$ cat src/rtl/video_blend.sv
`default_nettype none
// ============================================================================
//  Module      : video_blend
//  Description : Pixel-rate post-processor for the video_mux stream. It can
//                soften each pixel with the previous pixel on the same line
//                (composite-style horizontal blend) and re-times RGB, blank
//                and sync by one clock. It also counts the active pixels of
//                the most recently completed line.
//  Revision    : 1.0  initial release
// ============================================================================
module video_blend #(
    parameter int CNT_W = 10
) (
    input  logic             clk_sys,
    input  logic             reset,
    input  logic             pix_ce_in,
    input  logic [7:0]       red_in,
    input  logic [7:0]       green_in,
    input  logic [7:0]       blue_in,
    input  logic             hblank_in,
    input  logic             vblank_in,
    input  logic             hsync_in,
    input  logic             vsync_in,
    input  logic [1:0]       blend_mode,
    output logic             pix_ce,
    output logic [7:0]       red,
    output logic [7:0]       green,
    output logic [7:0]       blue,
    output logic             hblank,
    output logic             vblank,
    output logic             hsync,
    output logic             vsync,
    output logic [CNT_W-1:0] line_pixels
);

    // Line state: BLANK between lines, ACTIVE while inside a visible run.
    localparam logic [0:0] ST_BLANK  = 1'b0;
    localparam logic [0:0] ST_ACTIVE = 1'b1;

    localparam logic [CNT_W-1:0] CNT_ONE = CNT_W'(1);
    localparam logic [CNT_W-1:0] CNT_MAX = {CNT_W{1'b1}};

    // Blend selector values of the latched mode.
    localparam logic [1:0] MODE_HALF    = 2'd1;
    localparam logic [1:0] MODE_WEIGHT3 = 2'd2;

    logic [0:0]       state_q, state_d;
    logic [1:0]       mode_q;
    logic             vblank_prev_q;
    logic [7:0]       hist_r_q, hist_g_q, hist_b_q;
    logic [7:0]       hist_r_d, hist_g_d, hist_b_d;
    logic [CNT_W-1:0] cnt_q, cnt_d;
    logic [CNT_W-1:0] line_pixels_q, line_pixels_d;
    logic             pix_ce_q;
    logic [7:0]       red_q, green_q, blue_q;
    logic [7:0]       red_d, green_d, blue_d;
    logic             hblank_q, vblank_q, hsync_q, vsync_q;
    logic             hblank_d, vblank_d, hsync_d, vsync_d;

    logic             w_blank;
    logic             w_vblank_rise;

    assign w_blank       = hblank_in | vblank_in;
    assign w_vblank_rise = vblank_in & ~vblank_prev_q;

    // One colour channel of the two-tap blend; sums are wide enough that
    // nothing overflows before the truncating shift.
    function automatic logic [7:0] blend_chan(
        input logic [7:0] cur,
        input logic [7:0] hist,
        input logic [1:0] mode
    );
        logic [8:0] sum2;
        logic [9:0] sum4;
        sum2 = {1'b0, cur} + {1'b0, hist};
        sum4 = {2'b00, cur} + {1'b0, cur, 1'b0} + {2'b00, hist};
        case (mode)
            MODE_HALF:    blend_chan = sum2[8:1];
            MODE_WEIGHT3: blend_chan = sum4[9:2];
            default:      blend_chan = cur;
        endcase
    endfunction

    // State register for the line tracker.
    always_ff @(posedge clk_sys) begin
        if (reset) begin
            state_q <= ST_BLANK;
        end else begin
            state_q <= state_d;
        end
    end

    // Next-state: move between BLANK and ACTIVE only on a pixel strobe.
    always_comb begin
        state_d = state_q;
        if (pix_ce_in) begin
            case (state_q)
                ST_BLANK:  if (!w_blank) state_d = ST_ACTIVE;
                ST_ACTIVE: if (w_blank)  state_d = ST_BLANK;
                default:   state_d = ST_BLANK;
            endcase
        end
    end

    // Output/datapath decode: pass-through, blend, history and pixel count.
    always_comb begin
        red_d         = red_q;
        green_d       = green_q;
        blue_d        = blue_q;
        hblank_d      = hblank_q;
        vblank_d      = vblank_q;
        hsync_d       = hsync_q;
        vsync_d       = vsync_q;
        hist_r_d      = hist_r_q;
        hist_g_d      = hist_g_q;
        hist_b_d      = hist_b_q;
        cnt_d         = cnt_q;
        line_pixels_d = line_pixels_q;
        if (pix_ce_in) begin
            red_d    = red_in;
            green_d  = green_in;
            blue_d   = blue_in;
            hblank_d = hblank_in;
            vblank_d = vblank_in;
            hsync_d  = hsync_in;
            vsync_d  = vsync_in;
            case (state_q)
                ST_BLANK: begin
                    // First pixel of a line goes out untouched and seeds history.
                    if (!w_blank) begin
                        hist_r_d = red_in;
                        hist_g_d = green_in;
                        hist_b_d = blue_in;
                        cnt_d    = CNT_ONE;
                    end
                end
                ST_ACTIVE: begin
                    if (!w_blank) begin
                        red_d    = blend_chan(red_in,   hist_r_q, mode_q);
                        green_d  = blend_chan(green_in, hist_g_q, mode_q);
                        blue_d   = blend_chan(blue_in,  hist_b_q, mode_q);
                        hist_r_d = red_in;
                        hist_g_d = green_in;
                        hist_b_d = blue_in;
                        if (cnt_q != CNT_MAX) begin
                            cnt_d = cnt_q + CNT_ONE;
                        end
                    end else begin
                        line_pixels_d = cnt_q;
                    end
                end
                default: begin
                    cnt_d = cnt_q;
                end
            endcase
        end
    end

    // Datapath registers; everything advances together with the strobe.
    always_ff @(posedge clk_sys) begin
        if (reset) begin
            pix_ce_q      <= 1'b0;
            red_q         <= 8'd0;
            green_q       <= 8'd0;
            blue_q        <= 8'd0;
            hblank_q      <= 1'b0;
            vblank_q      <= 1'b0;
            hsync_q       <= 1'b0;
            vsync_q       <= 1'b0;
            hist_r_q      <= 8'd0;
            hist_g_q      <= 8'd0;
            hist_b_q      <= 8'd0;
            cnt_q         <= '0;
            line_pixels_q <= '0;
        end else begin
            pix_ce_q      <= pix_ce_in;
            red_q         <= red_d;
            green_q       <= green_d;
            blue_q        <= blue_d;
            hblank_q      <= hblank_d;
            vblank_q      <= vblank_d;
            hsync_q       <= hsync_d;
            vsync_q       <= vsync_d;
            hist_r_q      <= hist_r_d;
            hist_g_q      <= hist_g_d;
            hist_b_q      <= hist_b_d;
            cnt_q         <= cnt_d;
            line_pixels_q <= line_pixels_d;
        end
    end

    // Blend mode is only taken at the start of vertical blank so a frame is
    // always rendered with a single mode.
    always_ff @(posedge clk_sys) begin
        if (reset) begin
            mode_q        <= 2'd0;
            vblank_prev_q <= 1'b0;
        end else if (pix_ce_in) begin
            vblank_prev_q <= vblank_in;
            if (w_vblank_rise) begin
                mode_q <= blend_mode;
            end
        end
    end

    assign pix_ce      = pix_ce_q;
    assign red         = red_q;
    assign green       = green_q;
    assign blue        = blue_q;
    assign hblank      = hblank_q;
    assign vblank      = vblank_q;
    assign hsync       = hsync_q;
    assign vsync       = vsync_q;
    assign line_pixels = line_pixels_q;

endmodule
`default_nettype wire

$ cat config.mk
export PLATFORM = sky130hd
export DESIGN_NAME = video_blend
export DESIGN_NICKNAME = d
export VERILOG_FILES = /design/src/rtl/video_blend.sv
export SDC_FILE = /design/constraint.sdc
export NUM_CORES = 1
export LEC_CHECK = 0
export CORE_MARGIN = 4
export CORE_UTILIZATION = 50
export DETAILED_ROUTE_END_ITERATION = 8
export MAX_ROUTING_LAYER = met4
export PLACE_DENSITY = 0.81
export SLEW_MARGIN = 20
export SYNTH_ARGS = -nofsm -noshare
export SYNTH_HDL_FRONTEND = slang
export SYNTH_SLANG_ARGS = --single-unit
export TNS_END_PERCENT = 1
$ cat constraint.sdc
create_clock -name clk_sys -period 3.6 [get_ports clk_sys]
set_clock_uncertainty 0.05 [all_clocks]
set_input_delay 0.72 -clock clk_sys [delete_from_list [all_inputs] [get_ports clk_sys]]
set_output_delay 0.72 -clock clk_sys [all_outputs]
set_load 0.01 [all_outputs]
-- After elaboration in Yosys (flattened, before gate mapping)
Index checks and enable logic that the tools add are counted.
- register bits: 76
- input bits: 33
- logic and storage cells: 57
- output and inout bits: 39
- multiplexer cells: 17
- $add $sub $neg: 10
- bitwise logic cells: 5
- equal/unequal tests: 6
- reductions and logical operators: 4
- operators with widths (cell ; number):
    $mux 8 ; 9
    $pmux 8 s2 ; 3
    $add 10x8->10 ; 3
    $add 8x9->10 ; 3
    $mux 10 ; 3
    $add 8x8->9 ; 3
    $pmux 10 s2 ; 1
    $add 10x1->10 const B ; 1
    $ne 10x10->1 const B ; 1
    $ne 2x2->1 const B ; 2
    $reduce_and 2->1 ; 2
    $reduce_and 4->1 ; 1
    $not 1->1 ; 3
    $reduce_and 3->1 ; 1
    $eq 2x1->1 const B ; 1
    $eq 2x2->1 const B ; 1
    $ne 2x1->1 const B ; 1
    $and 1x1->1 ; 1
    $mux 1 ; 1
    $or 1x1->1 ; 1

-- Logic depth before layout (Yosys ltp)
Gate-level depths: netlist (run 1).
- depth after elaboration: 5
- depth in mapped cells: 11
- depth with buffers taken out: 11

-- Worst setup path before layout (run 1)
OpenSTA, ideal clock, no wires.
- kind: input-to-reg
- from: input port green_in[0]
- to: register green_q[5] (netlist: green[5])
- arrival time: 2.901 ns
- stages on the path: 11
- path slack: 0.515 ns
- buffers on the path: 0
- data required time: 3.415 ns
- cells stage by stage: inv_1 fa_1 inv_1 and2_1 fa_1 a211oi_2 o21bai_1 a21oi_1 xnor2_1 a2111oi_2 o32ai_1
- longest elaborated chain between the ends: 5
- elaborated cells on any way between the ends: 6
- ends and longest elaborated chain (element ; line ; source):
    start, declared ; 18 ; input logic [7:0] green_in,
    $add 8x9->10 ; 76 ; sum4 = {2'b00, cur} + {1'b0, cur, 1'b0} + {2'b00, hist};
    $add 10x8->10 ; 76 ;
    $pmux 8 s2 (*) ; 77 ; case (mode)
    $mux 8 (*) ; 138 ; if (!w_blank) begin
    $mux 8 (*) ; 127 ; case (state_q)
    end signal, assigned ; 178 ; green_q <= green_d;
    end, declared ; 55 ; logic [7:0] red_q, green_q, blue_q;
Every way passes the cells marked *; elsewhere a longest branch is shown, timed or not.
A chain may end at the register's enable or synchronous reset.

-- Worst setup path in the final report (run 1)
Same ends and word-level chain as after synthesis.

==> results.md, run 1 <==
- Post CTS Setup Buffer Count: 0
- Syn. warnings: 0
- Final cell count without fillers: 872
- Pre-CTS setup slack: -178 ps
- Hold Path Depth: 2
- Critical path required time: 3770 ps
- Share of cells above drive strength 1: 9.29%
- Worst reg2reg path startpoint: hist_g_q[1]$_SDFFE_PP0P_
- Fmax: 0.295 GHz
- Worst slew margin: 25.9%
- Post-Syn Area: 5530 um2
- Max Cap Violations: 0
- Worst hold path class: reg2reg
- Async S/R FF share, synth: 0%
- CTS Hold Buffers Added: 0
- Worst setup margin: 206 ps
- Max stage delay on crit path: 540 ps
- Lkg Pwr: 2.79 nW
- Avg Inst Size Synth: 8.59 um2
- Flop and latch count out of synthesis: 76
- Synth area leader: dfxtp_1
- RePlAce Congestion: 0.963
- Prevailing post-synth register cell: dfxtp_1
- # fillers: 953
- CP endpoint kind: register
- Worst R2R End: green[5]$_SDFFE_PP0P_
- Layout net count: 832
- Total grt overflow: 0
- Commonest non-fill, non-tap cell in the layout: nand2_1
- Die extent in x: 113 um
- Placed Cells: 856
- Power Density: 325 nW/um2
- Pin count of the biggest net entering global routing: 47
- H-tree Lvls: 3
- Final wirelength: 14.8 mm
- Area growth, synth to finish: 21.5%
- RSZ-0062 raised after global routing: false
- Row cnt: 38
- Worst Setup EP: green[5]$_SDFFE_PP0P_
- Max Transition Viols Final: 0
- Share of the synthesized area in the top cell type: 27.5%
- Clock sinks: 76
- Clk_lat worst skew: 370 ps
- Clock transition at path regs: 80 ps
- CTS tree: done
- Final setup violating endpoints: 0
- Initial DRC count: 383
- Setup Crit Path Kind: in2reg
- Hpwl dp: 10.8 mm
- CP arrival: 3570 ps
- Main area contributors after synthesis: dfxtp_1, ha_1, fa_1
- Vias/cell: 6.01
- DRC: 0
- Setup TNS: 0 ps
- Diode count: 0
- Crit Path Max Fanout: 3
- Routed Antenna Nets: 0
- Worst path cell trace: clkdlybuf4s50_1 -> inv_1 -> fa_1 -> inv_1 -> and2_1 -> fa_1 -> a211oi_2 -> o21bai_1 -> a21oi_1 -> xnor2_1 -> a2111oi_2 -> o32ai_1
- TritonCTS buffer count: 9
- Buffers on Ports: 71
- Commonest non-fill, non-tap cells in the layout: nand2_1, dfxtp_1, clkdlybuf4s50_1, a21oi_1, nor2_1
- Maximum VDD drop: 0.196 mV
- Resized cells post-CTS: 0
- Clk buf depth: 2
- Worst slew pin tran: 1110 ps
- Die area: 12800 um2
- Crit path time final: 3390 ps
- Post-synth EDFFs: 0
- Crit path max-delay cell type: fa_1
- Clock tree root driver cell: clkbuf_8
- R2R setup slack: 660 ps
- Hold_ws: 406 ps
- Drt first pass iters: 5
- Status: complete, no violations
- GRT Overall Usage: 24.2%
- Final Hold Fails: 0
- Final period util: 94.3%
- Worst Setup Start Kind: primary input
- Routed vias: 5243
- Initial Utilization: 51.0%
- Initial antenna violation count: 0
- Post-synth cell types: 67
- Die height: 113 um
- Critical path origin: green_in[0]
- Mapped Cells: 644
- Core Region: 10800 um2
- Via count of the first global-routing pass: 5255
- Wire per inst: 16.9 um
- Post-synthesis sequential area ratio: 27.5%
- Mapped Nets: 749
- First-pass GRT wire length: 24.7 mm
- Worst reg-to-reg path cell count: 11
- Io pins: 72
[logic make-up (layout without fill, tap and decap cells)]
| logic type | Yosys count | in the layout | share of synthesized area [%] |
|---|---|---|---|
| xor+xnor | 33 | 33 | 5.36 |
| buf+inv | 57 | 145 | 4.07 |
| flops | 76 | 76 | 27.5 |
| simple gates | 205 | 205 | 17.4 |
| fa+ha+maj | 72 | 72 | 20.0 |
| mux | 16 | 16 | 2.92 |
| compound gates | 185 | 185 | 22.8 |
[through the flow]
stage / power, mW / util, % / cell area (um2)
2_1_floorplan: 1.30 / - / 5530
3_3_place_gp: 1.49 / 60.2 / 6520
3_5_place_dp: 1.52 / 60.2 / 6520
4_1_cts: 2.19 / 61.9 / 6720
5_1_grt: 2.29 / 61.9 / 6720
6_report: 2.18 / 61.9 / 6720
[cells in the mapped netlist, drive strengths merged, types with 2 or more instances]
master	n
mux2i	15
nand2b	3
a211o	2
and2	5
o211ai	12
fa	27
inv	26
o22ai	5
a21oi	64
nand2	77
ha	45
a31oi	4
nor2b	5
xor2	19
a221oi	8
a211oi	12
buf	8
nand3	14
a21o	11
o21bai	7
dfxtp	76
nand4	10
clkbuf	23
nor3	8
o21ai	29
nor3b	2
a2111oi	10
or3	5
and3	3
o32ai	2
xnor2	14
a221o	8
nor4	2
nand3b	3
o21a	2
nor2	63
[sequential cells by signal, summed over array words and instances (netlist names)]
signal and count:
line_pixels 10, green 8, state_q 1, hsync 1
hblank 1, mode_q 2, cnt_q 10, hist_g_q 8
red 8, pix_ce 1, blue 8, hist_b_q 8
vblank_prev_q 1, vsync 1, hist_r_q 8
[worst max-delay path, delay by kind of cell]
family	cells	cell delay (ps)
XOR/XNOR	1	100
buffers and inverters	3	580
adder cells (fa/ha/maj)	2	980
AO/OA/AOI/OAI	5	1010
AND/OR/NAND/NOR	1	150
[worst min-delay path by stage]
stage                              from                  endpoint  slack, ps
6_report           blue[1]$_SDFFE_PP0P_      blue[1]$_SDFFE_PP0P_        410
5_1_grt            blue[1]$_SDFFE_PP0P_      blue[1]$_SDFFE_PP0P_        450
4_1_cts            blue[1]$_SDFFE_PP0P_      blue[1]$_SDFFE_PP0P_        410
3_5_place_dp       blue[1]$_SDFFE_PP0P_      blue[1]$_SDFFE_PP0P_        400
3_3_place_gp       blue[1]$_SDFFE_PP0P_      blue[1]$_SDFFE_PP0P_        400
2_1_floorplan  hist_g_q[0]$_SDFFE_PP0P_  hist_g_q[0]$_SDFFE_PP0P_        400
[power breakdown]
group / total, mW / internal [mW] / switching, mW
logic: 0.615 / 0.286 / 0.328
registers: 0.898 / 0.871 / 0.0274
clock network: 0.668 / 0.321 / 0.348
[layer usage]
layer	vias to the layer above	GRT usage (%)	part of all wire (%)
met4	0	9.05	2.2
li1	2491	-	-
met3	33	3.90	6.5
met1	2508	30.2	42
met2	211	39.7	49
met5	-	-	0
[final cells by class]
class	count	area, um2	share of cell area [%]
well taps	140	175	2.61
inverters	26	97.6	1.45
clock buffers	10	128	1.90
multi-input cells	511	3780	56.3
flip-flops and latches	76	1520	22.7
repair buffers	103	946	14.1
clock inverters	6	65.1	0.969
Note: power is estimated with default switching activity, not from simulation.
==> run 2: changes to the inputs <==
Settings changed: CTS_BUF_LIST from default to sky130_fd_sc_hd__clkbuf_8 sky130_fd_sc_hd__clkbuf_16.
==> run 2 against run 1 <==
Core utilization unchanged; critical endpoint unchanged; largest cell class unchanged; clock-buffer cell count down 1; sequential cell count unchanged.
==> results.md, run 2 (synthesized netlist as in run 1, its figures left out) <==
- Status: complete, no violations
- Vias/cell: 6.03 (+0.21%)
- Layout net count: 832 (unchanged)
- Lkg Pwr: 2.79 nW (+0.15%)
- Max Transition Viols Final: 0 (unchanged)
- Core Region: 10800 um2 (unchanged)
- CTS tree: done
- Final cell count without fillers: 872 (unchanged)
- First-pass GRT wire length: 24.7 mm (unchanged)
- Clk buf depth: 2 (unchanged)
- Clk_lat worst skew: 370 ps (about the same)
- Io pins: 72 (unchanged)
- Max Cap Violations: 0 (unchanged)
- Share of cells above drive strength 1: 9.29% (unchanged)
- Clock sinks: 76 (unchanged)
- Initial antenna violation count: 0 (unchanged)
- Initial Utilization: 51.0% (unchanged)
- Routed vias: 5254 (+0.21%)
- Clock Power Share: 30.6% (about the same)
- Clock transition at path regs: 80 ps (about the same)
- # fillers: 953 (unchanged)
- Area of the multi-input gates: 3780 um2 (unchanged)
- RSZ-0062 raised after global routing: false
- Diode count: 0 (unchanged)
- H-tree Lvls: 3 (unchanged)
- Critical path required time: 3770 ps (about the same)
- Setup TNS: 0 ps (unchanged)
- Gate power share: 28.2% (about the same)
- Total grt overflow: 0 (unchanged)
- Via count of the first global-routing pass: 5255 (unchanged)
- Final setup violating endpoints: 0 (unchanged)
- Hpwl dp: 10.8 mm (unchanged)
- Fmax: 0.294 GHz (about the same)
- Final period util: 94.3% (about the same)
- Drt first pass iters: 5 (unchanged)
- Worst slew margin: 24.8% (-1.2 points)
- TritonCTS buffer count: 9 (unchanged)
- Clock tree root driver cell: clkbuf_8
- Worst slew pin tran: 1130 ps (+17.6 ps)
- Hold_ws: 406 ps (+0.0730 ps)
- Post CTS Setup Buffer Count: 0 (unchanged)
- Register area: 1520 um2 (unchanged)
- Worst hold path class: reg2reg
- Die area: 12800 um2 (unchanged)
- Commonest non-fill, non-tap cell in the layout: nand2_1
- Overall Power: 2.18 mW (about the same)
- Power Density: 325 nW/um2 (about the same)
- Commonest non-fill, non-tap cells in the layout: nand2_1, dfxtp_1, clkdlybuf4s50_1, a21oi_1, nor2_1
- Routed Antenna Nets: 0 (unchanged)
- Pin count of the biggest net entering global routing: 47 (unchanged)
- Sequential share of power: 41.2% (about the same)
- CP endpoint kind: register
- Placed Cells: 856 (unchanged)
- Final wirelength: 14.8 mm (+0.36%)
- GRT Overall Usage: 24.2% (unchanged)
- Die extent in x: 113 um (unchanged)
- Area growth, synth to finish: 21.5% (unchanged)
- Sw frac: 32.3% (+0.083 points)
- Setup Crit Path Kind: in2reg
- Internal Power: 1.48 mW (-0.19%)
- CTS Hold Buffers Added: 0 (unchanged)
- RePlAce Congestion: 0.963 (unchanged)
- Die height: 113 um (unchanged)
- Final Hold Fails: 0 (unchanged)
- Row cnt: 38 (unchanged)
- Maximum VDD drop: 0.196 mV (+0.28%)
- Wire per inst: 17.0 um (+0.36%)
- DRC: 0 (unchanged)
- Crit Path Max Fanout: 3 (unchanged)
- Worst Setup Start Kind: primary input
- Initial DRC count: 383 (unchanged)
- CP arrival: 3570 ps (about the same)
- Crit path time final: 3400 ps (+2.12 ps)
- Switch Pwr: 0.705 mW (+0.19%)
- Resized cells post-CTS: 0 (unchanged)
- Buffers on Ports: 71 (unchanged)
run 2: changes by cell type in the layout (fill, tap and decap cells not counted):
cell	delta
inv_1	+1
clkbuf_1	-1
run 2: path summary, 6_finish.rpt:
kind	startpoint	end	slack, ps	cells past startpoint
setup / recovery	green_in[0]	green[5]$_SDFFE_PP0P_	200	12
hold / removal	blue[1]$_SDFFE_PP0P_	blue[1]$_SDFFE_PP0P_	410	2
setup reg to reg	hist_g_q[1]$_SDFFE_PP0P_	green[5]$_SDFFE_PP0P_	660	11
hold reg to reg	blue[1]$_SDFFE_PP0P_	blue[1]$_SDFFE_PP0P_	410	2
run 2: cell type report:
cell class / instances / area share (%)
repair buffers: 103 / 14.1
clock buffers: 9 / 1.84
multi-input cells: 511 / 56.3
flip-flops and latches: 76 / 22.7
well taps: 140 / 2.61
clock inverters: 7 / 1.02
inverters: 26 / 1.45
run 2: metrics by stage:
stage	cell area, um2	util (%)	setup WS (ps)
6_report	6720	61.9	204
3_5_place_dp	6520	60.2	-178
2_1_floorplan	5530	-	515
3_3_place_gp	6520	60.2	-68.4
4_1_cts	6720	61.9	211
5_1_grt	6720	61.9	98.2
run 2: per-layer routing:
metal  GRT usage, %  part of all wire [%]  vias to the layer above
li1               -                     -                     2492
met1           30.2                    42                     2516
met2           39.7                    49                      209
met3           3.90                   6.7                       37
met4           9.05                   2.4                        0
met5              -                     0                        -
run 2: critical path: stages:
cell	delay [ps]
clkdlybuf4s50_1	470
inv_1	60
fa_1	540
inv_1	50
and2_1	150
fa_1	440
a211oi_2	220
o21bai_1	120
a21oi_1	190
xnor2_1	100
a2111oi_2	340
o32ai_1	140
run 2: power by group through the flow:
stage	logic, mW	registers (mW)	clock network, mW
global placement	0.578	0.916	0
floorplan	0.377	0.918	0
detailed placement	0.606	0.917	0
global route	0.675	0.902	0.713
finish	0.615	0.899	0.666
CTS	0.610	0.898	0.675
==> run 3: changes to the inputs <==
Clock period 3.6 ns to 3.3 ns, I/O delays scaled along.
==> run 3 against run 2 <==
Non-clock buffer count rose by 21; die area did not move; cell area rose by 3.5%; via count fell by 0.13%; total power rose by 19%; register-to-register slack got worse by 150 ps; final cell count rose by 2.4%; sequential share of layout area fell by 0.76 points; clock-buffer cell count did not move; combinational power rose by 17%; critical path depth fell by 1; largest cell class unchanged; highest routed layer unchanged.
==> results.md, run 3 (synthesized netlist as in run 1, its figures left out) <==
- DRC: 0 (unchanged)
- Critical path required time: 3490 ps (-280 ps)
- Placed Cells: 877 (+2.5%)
- TritonCTS buffer count: 9 (unchanged)
- CP endpoint kind: register
- Routed Antenna Nets: 0 (unchanged)
- Final wirelength: 14.9 mm (+0.84%)
- Area growth, synth to finish: 25.7%
- Final setup violating endpoints: 0 (unchanged)
- Fmax: 0.314 GHz
- GR Util met2: 40.1% (+0.36 points)
- First-pass GRT wire length: 25.0 mm (+0.98%)
- Max Transition Viols Final: 0 (unchanged)
- CP arrival: 3370 ps (-200 ps)
- Final period util: 96.4%
- H-tree Lvls: 3 (unchanged)
- Clk_lat worst skew: 360 ps (about the same)
- Die extent in x: 113 um (unchanged)
- GR Util met1: 30.5% (+0.37 points)
- Lkg Pwr: 2.91 nW (+4.4%)
- Clock transition at path regs: 80 ps (about the same)
- Worst reg2reg path startpoint: hist_g_q[1]$_SDFFE_PP0P_
- Commonest non-fill, non-tap cell in the layout: nand2_1
- Io pins: 72 (unchanged)
- Buf/Inv on CP: 2 (-1)
- Drt first pass iters: 5 (unchanged)
- Crit-path leading delay family: compound AO/OA/AOI/OAI gates
- Routed vias: 5247 (-0.13%)
- GRT Max-Usage Layer: met2
- Wire per inst: 16.7 um (-1.5%)
- Initial DRC count: 375 (-2.1%)
- Pin count of the biggest net entering global routing: 45 (-4.3%)
- Final cell count without fillers: 893 (+2.4%)
- Hold_ws: 407 ps (+1.49 ps)
- Core Region: 10800 um2 (unchanged)
- Max stage delay on crit path: 540 ps (about the same)
- Clk buf depth: 2 (unchanged)
- Setup TNS: 0 ps (unchanged)
- Final Hold Fails: 0 (unchanged)
- GRT Overall Usage: 24.3% (about the same)
- CTS Hold Buffers Added: 0 (unchanged)
- Met3 usage: 3.80% (-0.11 points)
- Via count of the first global-routing pass: 5289 (+0.65%)
- Power Density: 372 nW/um2 (+15%)
- RePlAce Congestion: 0.951 (-1.2%)
- CTS tree: done
- Die area: 12800 um2 (unchanged)
- Layout net count: 853 (+2.5%)
- Row cnt: 38 (unchanged)
- Initial antenna violation count: 0 (unchanged)
- Worst slew pin tran: 1110 ps (-16.9 ps)
- Commonest non-fill, non-tap cells in the layout: nand2_1, dfxtp_1, clkdlybuf4s50_1, a21oi_1, nor2_1
- Worst hold path class: reg2reg
- Clock tree root driver cell: clkbuf_8
- Share of cells above drive strength 1: 12.6% (+3.3 points)
- Worst Setup Start Kind: primary input
- Diode count: 0 (unchanged)
- Buffers on Ports: 71 (unchanged)
- # fillers: 886 (-7.0%)
- RSZ-0062 raised after global routing: true
- Hold Path Origin: blue[1]$_SDFFE_PP0P_
- Die height: 113 um (unchanged)
- Initial Utilization: 51.0% (unchanged)
- Total grt overflow: 0 (unchanged)
- Setup Crit Path Kind: in2reg
- Max Cap Violations: 0 (unchanged)
- Worst slew margin: 25.9% (+1.1 points)
- Crit path time final: 3180 ps
- Vias/cell: 5.88 (-2.5%)
- Critical path origin: red_in[1]
- Clock sinks: 76 (unchanged)
- Crit Path Max Fanout: 3 (unchanged)
- Status: complete, no violations
- Hpwl dp: 11.0 mm (+1.8%)
- Worst path cell trace: clkdlybuf4s50_1 -> inv_1 -> fa_1 -> nor2b_1 -> fa_1 -> a21o_1 -> a21o_1 -> a211oi_2 -> o21bai_1 -> a211oi_2 -> o22ai_1
- Maximum VDD drop: 0.192 mV (-2.3%)
- Crit path max-delay cell type: clkdlybuf4s50_1
==> run 3: changes by cell type in the layout (fill, tap and decap cells not counted), sizes merged <==
cell | before | now
bufinv | 1 | 3
clkinv | 4 | 0
inv | 27 | 28
buf | 33 | 54
clkinvlp | 1 | 2
==> run 3: worst paths after layout <==
kind	endpoint	slack, ps	cells past startpoint
hold reg to reg	blue[1]$_SDFFE_PP0P_	410	2
setup reg to reg	green[3]$_SDFFE_PP0P_	510	12
hold / removal	blue[1]$_SDFFE_PP0P_	410	2
setup / recovery	red[7]$_SDFFE_PP0P_	120	11
==> run 3: timing repair <==
| item | in CTS | in global routing |
|---|---|---|
| gates resized for setup | 0 | 5 |
| endpoints found under the setup margin | 0 | 5 |
| buffers inserted | 0 | 0 |
==> run 3: area by class of cell <==
type                            instances  area (um2)  area share (%)
Multi-Input combinational cell        511        3800            54.8
Sequential cell                        76        1520            21.9
Timing Repair Buffer                  124        1100            15.9
Tap cell                              140         175            2.52
Clock buffer                            9         124            1.78
Clock inverter                          7         123            1.76
Inverter                               26        97.6            1.40
==> run 3: metal layers <==
layer	share of wire, %	up-vias
met2	49	179
li1	-	2533
met3	5.8	32
met1	43	2503
met5	0	-
met4	2.1	0
==> run 3: power by group <==
part           internal [mW]  switching (mW)
clock network          0.508           0.381
logic                  0.347           0.372
registers              0.950          0.0298
total                   1.81           0.783
==> run 3: through the flow <==
stage | setup WS (ps) | util (%) | power [mW] | instance area [um2]
floorplan | 275 | - | 1.41 | 5530
global placement | -270 | 61.6 | 1.67 | 6680
detailed placement | -370 | 61.6 | 1.70 | 6680
CTS | 22.0 | 63.9 | 2.59 | 6930
global route | -49.8 | 64.1 | 2.72 | 6950
finish | 120 | 64.1 | 2.59 | 6950
==> run 3: worst reg2reg max path: stages (launching register included) <==
cell	delay, ps
dfxtp_1	420
inv_1	90
fa_1	490
inv_1	50
and2_1	140
fa_2	360
buf_4	150
a21o_1	150
a211oi_2	200
nor2_1	70
a311o_1	310
o211ai_1	90
a21oi_1	90
